===== config.mk =====
export PLATFORM = sky130hd
export DESIGN_NAME = fe_exp_sequencer
export DESIGN_NICKNAME = d
export VERILOG_FILES = /design/src/rtl/fe_exp_sequencer.sv
export SDC_FILE = /design/constraint.sdc
export NUM_CORES = 2
export LEC_CHECK = 0
export ABC_CLOCK_PERIOD_IN_PS = 7350
export CAP_MARGIN = 0
export CORE_AREA = 2 2 600 602
export CTS_CLUSTER_SIZE = 10
export DETAILED_ROUTE_END_ITERATION = 6
export DIE_AREA = 0 0 602 604
export MAX_ROUTING_LAYER = met4
export PLACE_DENSITY_LB_ADDON = 0.1
export SYNTH_ARGS = -nofsm -noshare
export SYNTH_HDL_FRONTEND = slang
export SYNTH_SLANG_ARGS = --single-unit

===== constraint.sdc =====
create_clock -name clk -period 7.35 [get_ports clk]
set_clock_uncertainty 0.2 [all_clocks]
set_input_delay 1.47 -clock clk [delete_from_list [all_inputs] [get_ports clk]]
set_output_delay 1.47 -clock clk [all_outputs]
set_load 0.05 [all_outputs]

===== src/rtl/fe_exp_sequencer.sv =====
// Modular exponentiation a^EXPONENT mod 2^255-19 by left-to-right
// square-and-multiply, driving an external reducing field multiplier.
module fe_exp_sequencer #(
  parameter int             BIT_LENGTH = 256,
  parameter logic [254:0]   EXPONENT   = ~255'd0 - 255'd20,
  parameter int             EXP_BITS   = 255
) (
  input  logic                    clk,
  input  logic                    rst,
  input  logic                    start,
  input  logic [BIT_LENGTH-1:0]   a_in,
  output logic                    busy,
  output logic                    done,
  output logic [BIT_LENGTH-1:0]   result,
  output logic                    mul_rst,
  output logic                    mul_redux,
  output logic [BIT_LENGTH-1:0]   mul_a,
  output logic [BIT_LENGTH-1:0]   mul_b,
  input  logic [2*BIT_LENGTH-1:0] mul_u,
  input  logic                    mul_valid
);

  typedef enum logic [2:0] {
    IDLE,
    LOAD,
    SQ_KICK,
    SQ_WAIT,
    MUL_KICK,
    MUL_WAIT,
    FIN
  } state_t;

  state_t                  state;
  state_t                  state_nx;
  logic [BIT_LENGTH-1:0]   base;
  logic [BIT_LENGTH-1:0]   acc;
  logic [7:0]              idx;
  logic                    exp_bit;
  logic                    last;
  logic [BIT_LENGTH-1:0]   prod;
  logic                    mul_u_unused;

  // The multiplier reduces, so the upper product half is never needed.
  assign prod         = mul_u[BIT_LENGTH-1:0];
  assign mul_u_unused = ^mul_u[2*BIT_LENGTH-1:BIT_LENGTH];
  assign exp_bit      = EXPONENT[idx];
  assign last         = (idx == 8'd0);

  always_ff @(posedge clk) begin
    if (rst) state <= IDLE;
    else     state <= state_nx;
  end

  always_comb begin
    state_nx = state;
    unique case (state)
      IDLE:     if (start) state_nx = LOAD;
      LOAD:     state_nx = SQ_KICK;
      SQ_KICK:  state_nx = SQ_WAIT;
      SQ_WAIT: begin
        if (mul_valid) begin
          if (exp_bit)   state_nx = MUL_KICK;
          else if (last) state_nx = FIN;
          else           state_nx = SQ_KICK;
        end
      end
      MUL_KICK: state_nx = MUL_WAIT;
      MUL_WAIT: begin
        if (mul_valid) state_nx = last ? FIN : SQ_KICK;
      end
      FIN:      state_nx = IDLE;
      default:  state_nx = IDLE;
    endcase
  end

  always_comb begin
    busy      = 1'b0;
    done      = 1'b0;
    mul_redux = 1'b1;
    unique case (state)
      IDLE:    busy = 1'b0;
      FIN:     done = 1'b1;
      default: busy = 1'b1;
    endcase
  end

  // Multiplier is held in reset everywhere except while a product is awaited.
  always_ff @(posedge clk) begin
    if (rst) begin
      mul_rst <= 1'b1;
      base    <= '0;
      acc     <= '0;
      idx     <= '0;
      mul_a   <= '0;
      mul_b   <= '0;
      result  <= '0;
    end else begin
      mul_rst <= !(state_nx == SQ_WAIT || state_nx == MUL_WAIT);
      unique case (state)
        IDLE: begin
          if (start) begin
            base <= a_in;
            acc  <= a_in;
            idx  <= 8'(EXP_BITS - 2);
          end
        end
        SQ_KICK: begin
          mul_a <= acc;
          mul_b <= acc;
        end
        SQ_WAIT: begin
          if (mul_valid) begin
            acc <= prod;
            if (!exp_bit && !last) idx <= idx - 8'd1;
          end
        end
        MUL_KICK: begin
          mul_a <= acc;
          mul_b <= base;
        end
        MUL_WAIT: begin
          if (mul_valid) begin
            acc <= prod;
            if (!last) idx <= idx - 8'd1;
          end
        end
        FIN:     result <= acc;
        default: ;
      endcase
    end
  end

endmodule


# Word level (Yosys, flattened, before mapping)
# Memory sizes are Yosys's and may differ from the RTL's. A register that Yosys moved wholly into a read port is not among the register bits.
# Index checks and enable logic that the tools add are counted.
[classes]
n_addsub = 1
magnitude_cmp = 1
eq_ne = 14
n_mux = 21
n_reduce_logical = 16
[op_table]
columns = ["operator", "n"]
rows = [
  ["case mux 256 bit (2 select lines)", 2],
  ["two-way mux 256 bit", 2],
  ["two-way mux 8 bit", 7],
  ["case mux 8 bit (3 select lines)", 1],
  ["case mux 3 bit (6 select lines)", 1],
  ["two-way mux 3 bit", 5],
  ["equality test 3 bit (second input constant)", 4],
  ["inequality test 2 bit (second input constant)", 5],
  ["equality test 3 x 2 -> 1 bit (second input constant)", 3],
  ["< comparator 8 x 9 -> 1 bit (second input constant)", 1],
  ["zero test 8 bit", 1],
  ["subtractor 8 x 1 -> 8 bit (second input constant)", 1],
  ["AND reduction 6 bit", 1],
  ["OR reduction 2 bit", 3],
  ["nonzero test 2 bit", 2],
  ["equality test 3 x 1 -> 1 bit (second input constant)", 1],
  ["zero test 1 bit", 3],
  ["zero test 3 bit", 1],
  ["two-way mux 1 bit", 3],
  ["AND reduction 3 bit", 1],
  ["nonzero test 3 bit", 1],
  ["inequality test 2 x 1 -> 1 bit (second input constant)", 1],
  ["AND reduction 2 bit", 1],
  ["logical AND 1 bit", 1],
  ["logical OR 1 bit", 1],
]
[totals]
ff_bits = 1292
mem_bits_ro = 256
inputBits = 772
output_inout_bits = 772
elab_cells = 62
mem_count = 1
[memory_table]
columns = ["name", "depth", "width", "rd", "rd_ports_with_merged_regs", "wr", "line_no", "text"]
rows = [
  ["(name not given)", 256, 1, 1, 1, 0, "46", "assign exp_bit = EXPONENT[idx];"],
]

# Logic depth before layout (Yosys ltp)
[depth]
depth_word = 9
mapped_depth = 9
mapped_depth_nobuf = 8

# Least setup slack after synthesis
# Ideal clock, no wire load.
[synth_path]
path_kind = "input-to-reg"
start = "in start"
end = "reg exp_bit (netlist name)"
setup_time_ns = 0.134
arrival_time_ns = 3.030
t_required_ns = 7.016
path_slack_ns = 3.986
path_stages = 6
path_buffers = 0
path_cell_list = "or4b_4 o221ai_2 o21ai_2 o31ai_2 a41oi_1 or4_1"
[synth_lines]
columns = ["item", "line_no", "text"]
rows = [
  ["start: declaration", "10", "input logic start,"],
]

# Final worst setup path
[layout_path]
start = "reg state[2]"
end = "out done"
[layout_between]
elab_chain_cells = 2
[layout_rtl]
columns = ["item", "line_no", "text"]
rows = [
  ["start: declaration", "33", "state_t state;"],
  ["start signal: assignment", "51", "else state <= state_nx;"],
  ["equality test 3 bit", "80", "unique case (state)"],
  ["two-way mux 1 bit", "80", ""],
  ["end: declaration", "13", "output logic done,"],
]
# No other way between the ends.

==> impl_metrics.py <==
metrics = {
    "sta": {
        "finalMaxSlewViolations": 0,
        "slew_headroom_pct": 19.8,
        "hold_viol": 0,
        "finalSetupTns_ns": 0,
        "layout_min_cycle_time_ns": 5.08,
        "fin_crit_sh_pct": 69.1,
        "rsz0062_at_grt": "false",
        "worst_slew_pin_slew_ns": 1.20,
        "finalSetupViolCount": 0,
        "max_freq_ghz": 0.197,
    },
    "worst_setup_path": {
        "worstSetupStartpoint": "state[2]",
        "endpoint_kind": "output pin",
        "required_ns": 5.68,
        "r2r_slack_ns": 3.14,
        "crit_fanout": 50,
        "r2r-start": "state[0]",
        "start_kind": "flip-flop",
        "crit_arrival_ns": 3.41,
        "critical_path_class": "reg -> out",
    },
    "yosys": {
        "synth.distinct_cells": 47,
        "syn-num-nets": 7049,
        "netlist_instances": 6276,
        "yosysMostFrequentCell": "nand2_1",
        "synth_area_sq_mm": 0.0485,
        "synth_area_leader_cell": "dfxtp_1",
        "synth-seq-cells": 1293,
        "ys_warn_count": 0,
        "syn_avg_cell_area_sq_um": 7.72,
        "synth-main-ff-cell": "dfxtp_1",
        "synth_edf_count": 0,
        "yosysSeqAreaShare_pct": 53.4,
        "synth.area.top_cells": "dfxtp_1 53%, nand2_1 20%, a311oi_1 9.3%, a21oi_1 8.0%, nor2_1 4.1%",
        "synth_top_area_share_pct": 53.4,
        "async_reset_ff_share_pct": 0,
        "ys_top_cells_by_count": "2566 x nand2_1, 1293 x dfxtp_1, 775 x a21oi_1",
    },
    "status": {
        "status": "finished clean",
    },
    "clocking": {
        "cts_buffer_depth": 4,
        "insertion_delay_ns": 0.85,
        "cts_buffers": 181,
        "ctsHoldBuffers": 0,
        "cts.root.buffer_cell": "clkbuf_16",
        "htree_levels": 4,
        "cts_resized": 0,
        "cts.sinks": 1293,
        "clk_pin_slew_ns": 0.06,
        "tritoncts": "yes",
        "post_cts_buffers": 0,
    },
    "pwr": {
        "leakagePower_nw": 23.4,
        "ir_drop_v": 0.000165,
        "power_density_mw_per_mm2": 281,
        "total_power_mw": 20.2,
    },
    "drt": {
        "wl_met1_microns": 116000,
        "wl_per_cell_microns": 23.7,
        "wl_met2_microns": 140000,
        "routed.top_layer": "met4",
        "wl_met3_microns": 24700,
        "dr.pass1.iters": 7,
        "via_per_inst": 3.93,
        "drc": 0,
        "ant_nets": 0,
        "num_vias": 48000,
        "wl_microns": 289000,
        "drtIter0Drc": 2599,
    },
    "worst_hold_path": {
        "min_from": "base[92]",
        "hold_path.class": "reg -> reg",
    },
    "global_route": {
        "grt_util_all_layers_pct": 15.7,
        "overflow": 0,
        "grt_pass1_wl_microns": 395000,
        "grt_max_degree": 186,
        "antenna_found_initial": 115,
        "grt_pass1_vias": 46900,
    },
    "flow_run": {
        "cap_violations": 0,
    },
    "placed_design": {
        "gp_congestion": 0.798,
        "placed_cells": 11900,
        "portBuffers": 1286,
        "hpwl_microns": 192000,
    },
    "floorplan": {
        "coreArea_sq_mm": 0.358,
        "io_pins": 1544,
        "start_util_pct": 13.6,
        "row_count": 220,
        "die_y_microns": 604,
        "die_w_microns": 602,
        "dieArea_sq_mm": 0.364,
    },
    "cells_and_area": {
        "fin_util_pct": 20.1,
        "final_cells": 12200,
        "nFillCells": 39800,
        "layout.nets": 8036,
        "drive_above_1_share_pct": 4.55,
        "area_growth_pct": 48.4,
    },
}
-- layout make-up --
| class | instances | area, sq um | share of cell area (%) |
|---|---|---|---|
| inverter | 4 | 22.5 | 0.0313 |
| antenna | 61 | 153 | 0.212 |
| tap | 4773 | 5970 | 8.30 |
| clock buffer | 278 | 5310 | 7.38 |
| clock inverter | 32 | 443 | 0.616 |
| timing repair buffer | 1352 | 13700 | 19.0 |
| sequential | 1293 | 25900 | 36.0 |
| multi-input combinational | 4431 | 20500 | 28.5 |
-- power by group --
group | leakage, nW | total (mW) | switching (mW) | internal (mW)
logic | 10.0 | 3.48 | 2.36 | 1.11
clock network | 2.80 | 8.79 | 3.65 | 5.13
registers | 10.6 | 7.97 | 0.440 | 7.53
-- cell usage in the layout (no fill, tap or decap), drive strengths merged, types with 3 or more instances in the layout --
cell and n:
diode 61, clkdlybuf4s50 1284, bufinv 5, nor2 525, clkinv 24, nand2b 3
a311oi 513, a31oi 4, dfxtp 1293, or2 3, nor3 3, nand2 2567
buf 68, xor2 5, inv 5, a21oi 776, clkbuf 278
-- metal layers --
layer | track usage (%) | up-vias
met5 | - | -
met3 | 5.64 | 384
li1 | - | 23000
met2 | 26.2 | 1331
met1 | 17.4 | 23300
met4 | 4.57 | 0
-- per-stage QoR --
stage               cell area (sq um)  hold slack, ns  setup slack (ns)
finish                          71900           0.245              2.27
global route                    71900           0.271              1.99
CTS                             71800           0.249              2.02
detailed placement              66000           0.246              2.76
global placement                66000           0.242              2.73
floorplan                       48500           0.237              3.99
-- critical path, cell delays in order, from the launching register on --
cell and delay (ns):
dfxtp_1 0.68, nand2_1 0.14, or2_4 0.42, inv_8 0.41, clkdlybuf4s50_1 0.91
-- cell families (layout without fill, tap and decap cells) --
| kind of cell | after synthesis | count (layout) | share of synthesized area (%) |
|---|---|---|---|
| AOI/OAI and AO/OA | 1308 | 1308 | 17.6 |
| xor gates and xnor gates | 6 | 6 | 0.147 |
| adders and majority gates | 1 | 1 | 0.0258 |
| buffers and inverters | 552 | 1666 | 4.46 |
| DFF | 1293 | 1293 | 53.4 |
| other | 1 | 62 | 0.00774 |
| and+or+nand+nor | 3115 | 3115 | 24.3 |
-- registers in the layout (all words and copies together) (netlist names) --
signal   cells
result     256
idx          8
acc        256
base       256
state        3
mul_rst      1
mul_a      256
exp_bit      1
mul_b      256
-- worst paths after layout --
| check | end | cells after the start |
|---|---|---|
| max | done | 4 |
| min | mul_b[92] | 2 |
| max reg2reg | result[107] | 6 |
| min reg2reg | mul_b[92] | 2 |
Power figures use the tool's default switching activity.
